--- config.mk ---
export PLATFORM = sky130hd
export DESIGN_NAME = staff_pixel_gen
export DESIGN_NICKNAME = d
export VERILOG_FILES = /design/src/rtl/staff_pixel_gen.sv
export SDC_FILE = /design/constraint.sdc
export NUM_CORES = 1
export LEC_CHECK = 0
export ABC_CLOCK_PERIOD_IN_PS = 9470
export CAP_MARGIN = 10
export CORE_UTILIZATION = 65
export CTS_BUF_LIST = sky130_fd_sc_hd__clkbuf_8
export DETAILED_ROUTE_END_ITERATION = 16
export GPL_TIMING_DRIVEN = 1
export PLACE_DENSITY = 0.86
export SETUP_SLACK_MARGIN = 0.05
export SLEW_MARGIN = 20
export SYNTH_ARGS = -nofsm -noshare
export SYNTH_HDL_FRONTEND = slang
export SYNTH_SLANG_ARGS = --single-unit
--- constraint.sdc ---
create_clock -name clk_in -period 9.47 [get_ports clk_in]
set_input_delay 1.894 -clock clk_in [delete_from_list [all_inputs] [get_ports clk_in]]
set_output_delay 1.894 -clock clk_in [all_outputs]
set_load 0.01 [all_outputs]
--- src/rtl/staff_pixel_gen.sv ---
// Two-stage pixel generator for the music staff overlay: staff lines, one note head per slot
// and a playback-cursor column, with note data double-buffered so a frame never tears.
module staff_pixel_gen #(
    parameter int NUM_SLOTS    = 16,
    parameter int SLOT_WIDTH   = 64,
    parameter int STAFF_LEFT   = 128,
    parameter int STAFF_TOP    = 200,
    parameter int LINE_SPACING = 16,
    parameter int NOTE_SIZE    = 12,
    parameter int NOTE_X0      = 26
) (
    input  logic                         clk_in,
    input  logic                         rst_in,
    input  logic [10:0]                  hcount_in,
    input  logic [9:0]                   vcount_in,
    input  logic                         active_in,
    input  logic                         new_frame_in,
    input  logic                         note_wr_en_in,
    input  logic [$clog2(NUM_SLOTS)-1:0] note_wr_slot_in,
    input  logic [3:0]                   note_wr_step_in,
    input  logic                         note_wr_valid_in,
    input  logic                         clear_in,
    input  logic                         cursor_en_in,
    input  logic [$clog2(NUM_SLOTS)-1:0] cursor_slot_in,
    output logic [1:0]                   staff_pixel_out,
    output logic                         active_out
);

    localparam int SLOT_W = $clog2(NUM_SLOTS);
    localparam int XOFF_W = $clog2(SLOT_WIDTH);

    localparam logic [11:0] C_LEFT      = 12'(STAFF_LEFT);
    localparam logic [11:0] C_RIGHT     = 12'(STAFF_LEFT + NUM_SLOTS * SLOT_WIDTH);
    localparam logic [11:0] C_TOP       = 12'(STAFF_TOP);
    localparam logic [11:0] C_BOTTOM    = 12'(STAFF_TOP + 4 * LINE_SPACING);
    localparam logic [11:0] C_HALF_LS   = 12'(LINE_SPACING / 2);
    localparam logic [11:0] C_HALF_NOTE = 12'(NOTE_SIZE / 2);
    localparam logic [11:0] C_NOTE_X0   = 12'(NOTE_X0);
    localparam logic [11:0] C_NOTE_X1   = 12'(NOTE_X0 + NOTE_SIZE);

    typedef struct packed {
        logic       valid;
        logic [3:0] step;
    } note_t;

    note_t             r_shadow      [NUM_SLOTS];
    note_t             r_display     [NUM_SLOTS];
    note_t             w_shadow_next [NUM_SLOTS];
    logic              r_cursor_en;
    logic [SLOT_W-1:0] r_cursor_slot;

    // The next shadow state is also what the display bank copies, so a write or clear
    // landing in the frame-start cycle is already visible in the new frame.
    always_comb begin
        for (int i = 0; i < NUM_SLOTS; i++) begin
            // NOTE: default first, then override; every path assigns, so no latch is inferred.
            w_shadow_next[i] = r_shadow[i];
            if (clear_in)
                w_shadow_next[i].valid = 1'b0;
            if (note_wr_en_in && int'(note_wr_slot_in) == i)
                w_shadow_next[i] = '{valid: note_wr_valid_in, step: note_wr_step_in};
        end
    end

    always_ff @(posedge clk_in or posedge rst_in) begin
        if (rst_in) begin
            // NOTE: both note banks are small register files, so they reset to "no notes" like any flop.
            for (int i = 0; i < NUM_SLOTS; i++) begin
                r_shadow[i]  <= '0;
                r_display[i] <= '0;
            end
            r_cursor_en   <= 1'b0;
            r_cursor_slot <= '0;
        end else begin
            for (int i = 0; i < NUM_SLOTS; i++)
                r_shadow[i] <= w_shadow_next[i];
            if (new_frame_in) begin
                for (int i = 0; i < NUM_SLOTS; i++)
                    r_display[i] <= w_shadow_next[i];
                r_cursor_en   <= cursor_en_in;
                r_cursor_slot <= cursor_slot_in;
            end
        end
    end

    // Stage 1: split the raster x into slot index and offset within the slot.
    logic [11:0]       w_h12;
    logic [11:0]       w_hoff;
    logic              w_in_x;
    logic              w_unused_hoff;

    assign w_h12         = {1'b0, hcount_in};
    assign w_hoff        = w_h12 - C_LEFT;
    assign w_in_x        = (w_h12 >= C_LEFT) && (w_h12 < C_RIGHT);
    assign w_unused_hoff = ^w_hoff[11:XOFF_W+SLOT_W];

    logic              r_s1_in_x;
    logic [SLOT_W-1:0] r_s1_slot;
    logic [XOFF_W-1:0] r_s1_xoff;
    logic [9:0]        r_s1_v;
    logic              r_s1_active;

    always_ff @(posedge clk_in or posedge rst_in) begin
        if (rst_in) begin
            r_s1_in_x   <= 1'b0;
            r_s1_slot   <= '0;
            r_s1_xoff   <= '0;
            r_s1_v      <= '0;
            r_s1_active <= 1'b0;
        end else begin
            // NOTE: non-blocking so every stage samples the previous stage's old value.
            r_s1_in_x   <= w_in_x;
            r_s1_slot   <= w_hoff[XOFF_W +: SLOT_W];
            r_s1_xoff   <= w_hoff[XOFF_W-1:0];
            r_s1_v      <= vcount_in;
            r_s1_active <= active_in;
        end
    end

    // Stage 2: note, line and cursor hit tests against the display bank.
    note_t       w_note;
    logic [11:0] w_v12;
    logic [11:0] w_xoff12;
    logic [11:0] w_ny;
    logic        w_head;
    logic        w_line;
    logic        w_cursor;
    logic [1:0]  w_pixel;

    assign w_note   = r_display[r_s1_slot];
    assign w_v12    = {2'b00, r_s1_v};
    assign w_xoff12 = 12'(r_s1_xoff);
    assign w_ny     = C_BOTTOM - 12'(w_note.step) * C_HALF_LS;
    assign w_head   = w_note.valid
                   && (w_xoff12 >= C_NOTE_X0) && (w_xoff12 < C_NOTE_X1)
                   && (w_v12 + C_HALF_NOTE > w_ny) && (w_v12 < w_ny + C_HALF_NOTE);
    assign w_cursor = r_cursor_en && (r_s1_slot == r_cursor_slot)
                   && (w_v12 >= C_TOP) && (w_v12 <= C_BOTTOM);

    always_comb begin
        w_line = 1'b0;
        for (int k = 0; k < 5; k++)
            if (w_v12 == C_TOP + 12'(k * LINE_SPACING))
                w_line = 1'b1;
    end

    always_comb begin
        w_pixel = 2'b11;
        if (r_s1_active && r_s1_in_x) begin
            if (w_head || w_line)
                w_pixel = 2'b00;
            else if (w_cursor)
                w_pixel = 2'b10;
        end
    end

    logic [1:0] r_pixel;
    logic       r_s2_active;

    always_ff @(posedge clk_in or posedge rst_in) begin
        if (rst_in) begin
            r_pixel     <= 2'b11;
            r_s2_active <= 1'b0;
        end else begin
            r_pixel     <= w_pixel;
            r_s2_active <= r_s1_active;
        end
    end

    assign staff_pixel_out = r_pixel;
    assign active_out      = r_s2_active;

endmodule

# [Yosys cells after proc, flatten, opt, wreduce, memory -nomap -nowiden]
# Index checks and enable logic that the tools add are counted.
[totals] reg_bits=190 inputBits=41 output_inout_bits=3 wordCells=178
[op_classes] n_addsub=4 order_cmp=9 n_eq_ne=21 mux=43 bitwise=1 reduce_logical=27
[op_table] operator="5-bit 2-to-1 mux" n=18
[op_table] operator="10-bit by 8-bit equality test with 1-bit output, second input constant" n=4
[op_table] operator="4-bit equality test, second input constant" n=8
[op_table] operator="1-bit logical AND" n=25
[op_table] operator="1-bit 2-to-1 mux" n=22
[op_table] operator="5-bit binary-select mux with 4-bit select" n=1
[op_table] operator="4-bit by 3-bit equality test with 1-bit output, second input constant" n=4
[op_table] operator="11-bit by 12-bit greater-than comparator with 1-bit output" n=1
[op_table] operator="10-bit by 12-bit less-than comparator with 1-bit output" n=1
[op_table] operator="10-bit by 3-bit adder with 11-bit output, second input constant" n=1
[op_table] operator="10-bit by 4-bit adder with 11-bit output, second input constant" n=1
[op_table] operator="11-bit by 8-bit greater-or-equal comparator with 1-bit output, second input constant" n=1
[op_table] operator="11-bit less-than comparator, second input constant" n=1
[op_table] operator="10-bit by 9-bit equality test with 1-bit output, second input constant" n=1
[op_table] operator="10-bit by 8-bit greater-or-equal comparator with 1-bit output, second input constant" n=1
[op_table] operator="10-bit by 9-bit <= comparator with 1-bit output, second input constant" n=1
[op_table] operator="10-bit by 8-bit subtractor with 10-bit output, second input constant" n=1
[op_table] operator="9-bit by 7-bit subtractor with 10-bit output, first input constant" n=1
[op_table] operator="4-bit by 2-bit equality test with 1-bit output, second input constant" n=2
[op_table] operator="6-bit by 5-bit greater-or-equal comparator with 1-bit output, second input constant" n=1
[op_table] operator="6-bit less-than comparator, second input constant" n=1
[op_table] operator="5-bit greater-or-equal comparator, second input constant" n=1
[op_table] operator="4-bit NOT with 5-bit output" n=1
[op_table] operator="4-bit by 1-bit equality test with 1-bit output, second input constant" n=1
[op_table] operator="other kinds (4)" n=5

# [Depth between registers and ports, before layout]
[logic_depth] ltp_word=11 ltp_mapped=15 mapped_depth_nobuf=13

# [Least setup slack after synthesis]
# OpenSTA, ideal clock, no wires.
[synth_timing] path_type="register -> register" startpoint="reg r_s1_slot[1]" endpoint="reg r_pixel[0] (netlist: staff_pixel_out[0])" setup_time_ns=0.060 arrival_ns=3.503 slack_ns=5.907 stages_incl_launch_ff=15 period_less_slack_ns=3.563 cell_sequence="dfrtp_1 > buf_2 > buf_1 > mux4_2 > mux4_2 > inv_1 > ha_1 > ha_1 > inv_1 > ha_1 > a21oi_1 > o31ai_1 > or4_1 > a31oi_1 > o21a_1"
[synth_between] elab_chain_len=11
[synth_lines] element="start: declaration" line_no="98" source="logic [SLOT_W-1:0] r_s1_slot;"
[synth_lines] element="start signal: assignment" line_no="113" source="r_s1_slot <= w_hoff[XOFF_W +: SLOT_W];"
[synth_lines] element="4-bit NOT with 5-bit output (not written as such)" line_no="130" source="assign w_note = r_display[r_s1_slot];"
[synth_lines] element="5-bit binary-select mux with 4-bit select" line_no="130"
[synth_lines] element="5-bit 2-to-1 mux (not written as such) (2 in a row)" line_no="130"
[synth_lines] element="9-bit by 7-bit subtractor with 10-bit output or 1-bit logical AND (tied branches)" line_no="133, 135"
[synth_lines] element="10-bit by 4-bit adder with 11-bit output, or another cell as far along" line_no="136" source="&& (w_v12 + C_HALF_NOTE > w_ny) && (w_v12 < w_ny + C_HALF_NOTE);"
[synth_lines] element="10-bit by 12-bit less-than comparator with 1-bit output or 1-bit logical AND (tied branches)" line_no="136"
[synth_lines] element="1-bit logical AND" line_no="136"
[synth_lines] element="1-bit logical OR" line_no="150" source="if (w_head || w_line)"
[synth_lines] element="2-bit 2-to-1 mux (*)" line_no="150"
[synth_lines] element="2-bit 2-to-1 mux (*)" line_no="149" source="if (r_s1_active && r_s1_in_x) begin"
[synth_lines] element="named net w_pixel[0]" line_no="128" source="logic [1:0] w_pixel;"
[synth_lines] element="end signal: assignment" line_no="165" source="r_pixel <= w_pixel;"
[synth_lines] element="end: declaration" line_no="157" source="logic [1:0] r_pixel;"
# Mark *: on every way through the listed nets, which the timed path passes. The rest lies on a longest branch. The select of a mux whose other input is x is not followed.
# A chain may end at the register's enable or synchronous reset.

# [Final worst setup path]
# Ends and elaborated chain as after synthesis.

==> reports/qor.csv <==
metric,value,unit
status,"complete, no violations",
router iterations before antenna repair,5,
Mapped Cells,562,
overall routing resource usage,29.09,%
"Largest delay share family, worst path",multiplexers,
final setup vio count,0,
cell mode on critical path,ha_1,
Netlist Area Pre-Place,0.008202,mm²
die area,0.01307,mm²
width of the die,114.3,µm
synth top area cells,"dfrtp_1 (57%), mux2_2 (21%), mux4_2 (6.6%)",
port buffer count,43,
mean post-synth cell area,14.59,µm²
Post-synth EDFFs,0,
ANT nets after route,0,
core box area,0.01216,mm²
sequence of cells on the critical path,buf_4 > mux4_2 > mux4_2 > inv_1 > ha_1 > ha_1 > inv_1 > ha_1 > a21oi_1 > o31ai_1 > or4_1 > a31oi_1 > o21a_1,
CTS max path bufs,2,
CTS tree,yes,
most common cell in the netlist,dfrtp_1,
via count,4689,
#FFs+latches synth,189,
kind of critical path,flop to flop,
# resized after CTS,0,
std cell rows,40,
Fillers,744,
warnings from Yosys,0,
crit end category,flop,
Multi-input gate area,0.003293,mm²
RSZ-0062 raised after global routing,false,
# hold bufs at CTS,0,
Initial Util,67.44,%
Least-Margin Pin Slew,1.117,ns
final net count,652,
asr flop ratio synth,100.0,%
startpoint types,flop,
first-pass GRT wire length,27480,µm
Synth Flop Type,dfrtp_1,
final cell area excluding filler cells,0.009156,mm²
clk sink count,189,
required time worst endpoint,9.87,ns
clk_lat worst skew,0.47,ns
met2 usage,47.60,%
synth cell count leaders,"dfrtp_1 (187), mux2_2 (155), mux4_2 (24)",
CTS buffer count,17,
drc violations,0,
post-placement cell area,0.008743,mm²
CP max FO,14,
DR iter-0 viols,343,
Critical-path top delay cell,dfrtp_1,
Detailed Route WL,16660,µm
crit path buf inv count,3,
PD cells,213.8,mW/mm²
WHS Path Cells,0,
Final Hold Viols,0,
"Core Util, Final",75.29,%
clock skew,0.01441,ns
share of layout cells above drive strength 1,35.46,%
class of the worst hold path,flop to flop,
met3 global-route usage,7.200,%
FF-to-FF path depth,13,
initial antenna violation count,0,
Max Cap Viol,0,
"Most Used Layer, Global Route",met2,
Max VDD drop,0.2039,mV
Fmax achieved,0.2470,GHz
Setup Total Neg Slack,0,ns
DP Wirelength,10970,µm
Leak Pwr,0.004013,µW
CTS root buf,clkbuf_8,
top cell type's share of synthesized area,57.06,%
Ant. Diodes,0,
met1 usage,36.76,%
Levels on crit path,13,
largest net degree at the start of global routing,103,
vias per cell,6.012,
cell taking the most area after synthesis,dfrtp_1,
die height,114.3,µm
"Seq/Total Area, Yosys",57.70,%
FF/Latch Area,0.004732,mm²
"Arr. time, crit path",4.45,ns
grt total ovfl,0,
CP peak stage delay,0.66,ns
P&R area growth vs syn,11.64,%
Final GP Congestion,0.8522,
Yosys cell types,44,
min cycle time layout,4.048,ns
Mapped Nets,615,
Worst-path clk slew,0.09,ns
Slew HR,25.56,%
vias in the first global route,5266,
number of H-tree levels,4,
Final period util,42.75,%
"Slew Viols, Final",0,
wire per inst,21.36,µm
post-CTS setup buffer count,0,
boundary pin count,44,
==> per-layer routing <==
layer | vias up | wire, µm
met4 | 0 | 541
met3 | 46 | 882
met1 | 2424 | 6710
met2 | 129 | 8523
li1 | 2090 | -
met5 | - | 0
==> final cells by class <==
cell class              instances  area share [%]
flip-flops and latches        189           51.68
multi-input cells             331           35.97
repair buffers                 46           4.960
clock buffers                  20           3.006
well taps                     168           2.296
clock inverters                12           1.462
inverters                      14          0.6286
==> cell families after synthesis <==
kind of cell / count (synthesis) / share of synthesized area [%]
AOI/OAI and AO/OA: 29 / 2.334
muxes: 184 / 28.51
and+or+nand+nor: 91 / 5.874
adders and majority gates: 12 / 1.831
buffers and inverters: 42 / 2.151
xor gates and xnor gates: 15 / 1.602
DFF: 189 / 57.70
==> worst reg2reg max path, delay by kind of cell (launching register included) <==
family | cells | cell delay [ns]
buf+inv | 3 | 0.51
compound gates | 4 | 0.69
flops | 1 | 0.66
simple gates | 1 | 0.51
fa+ha+maj | 3 | 0.58
mux | 2 | 1.04
==> state kept, by name (all words and copies together), names as in the netlist <==
name and cells:
r_shadow 80, staff_pixel_out 2, r_s1_v 10, active_out 1, r_s1_in_x 1, r_cursor_slot 4
r_cursor_en 1, r_s1_xoff 5, r_s1_active 1, r_display 80, r_s1_slot 4
==> stage by stage <==
step | hold slack [ns] | setup WS [ns] | total power (µW) | std cells
floorplan | 0.3540 | 2.437 | 1315 | 562
global placement | 0.3726 | 5.343 | 1398 | 748
detailed placement | 0.3748 | 5.290 | 1431 | 748
CTS | 0.3951 | 5.431 | 1967 | 780
global route | 0.4047 | 5.221 | 2051 | 780
finish | 0.3998 | 5.422 | 1957 | 780
==> cell usage in the layout, fill, tap and decap left out, types with 3 or more instances in the layout <==
master	netlist	final
a21oi_1	3	3
buf_4	2	3
clkbuf_8	0	20
clkdlybuf4s50_1	0	42
clkinvlp_4	0	3
dfrtp_1	187	187
ha_1	12	12
inv_1	14	15
inv_6	0	5
mux2_2	155	155
mux2i_1	3	3
mux4_2	24	24
nand2_1	17	17
nand2b_1	16	16
nand3_1	8	8
nand3b_1	5	5
nor2_1	18	18
nor2b_1	6	6
nor3_1	6	6
nor4_1	4	4
o21ai_0	5	5
o21ai_1	6	6
o31ai_1	3	3
or3_1	3	3
xnor2_1	5	5
xor2_1	10	10
==> path summary, 6_finish.rpt <==
check | from | to | slack [ns]
min in group asynchronous | rst_in | r_shadow[67]$_DFF_PP0_ | 2.00
setup reg to reg | r_s1_slot[1]$_DFF_PP0_ | staff_pixel_out[0]$_DFF_PP1_ | 5.42
setup / recovery | r_s1_slot[1]$_DFF_PP0_ | staff_pixel_out[0]$_DFF_PP1_ | 5.42
hold / removal | r_s1_active$_DFF_PP0_ | active_out$_DFF_PP0_ | 0.40
hold reg to reg | r_s1_active$_DFF_PP0_ | active_out$_DFF_PP0_ | 0.40
max in group asynchronous | rst_in | r_cursor_slot[0]$_DFFE_PP0P_ | 6.19
==> where the power goes <==
part / leakage [µW] / total, µW / internal [µW] / switching [µW]
Clock: 0.000205 / 541 / 258 / 284
Combinational: 0.00146 / 390 / 219 / 171
Sequential: 0.00235 / 1030 / 955 / 71.7
Total: 0.00401 / 1960 / 1430 / 526
(Power assumes the default switching activity.)
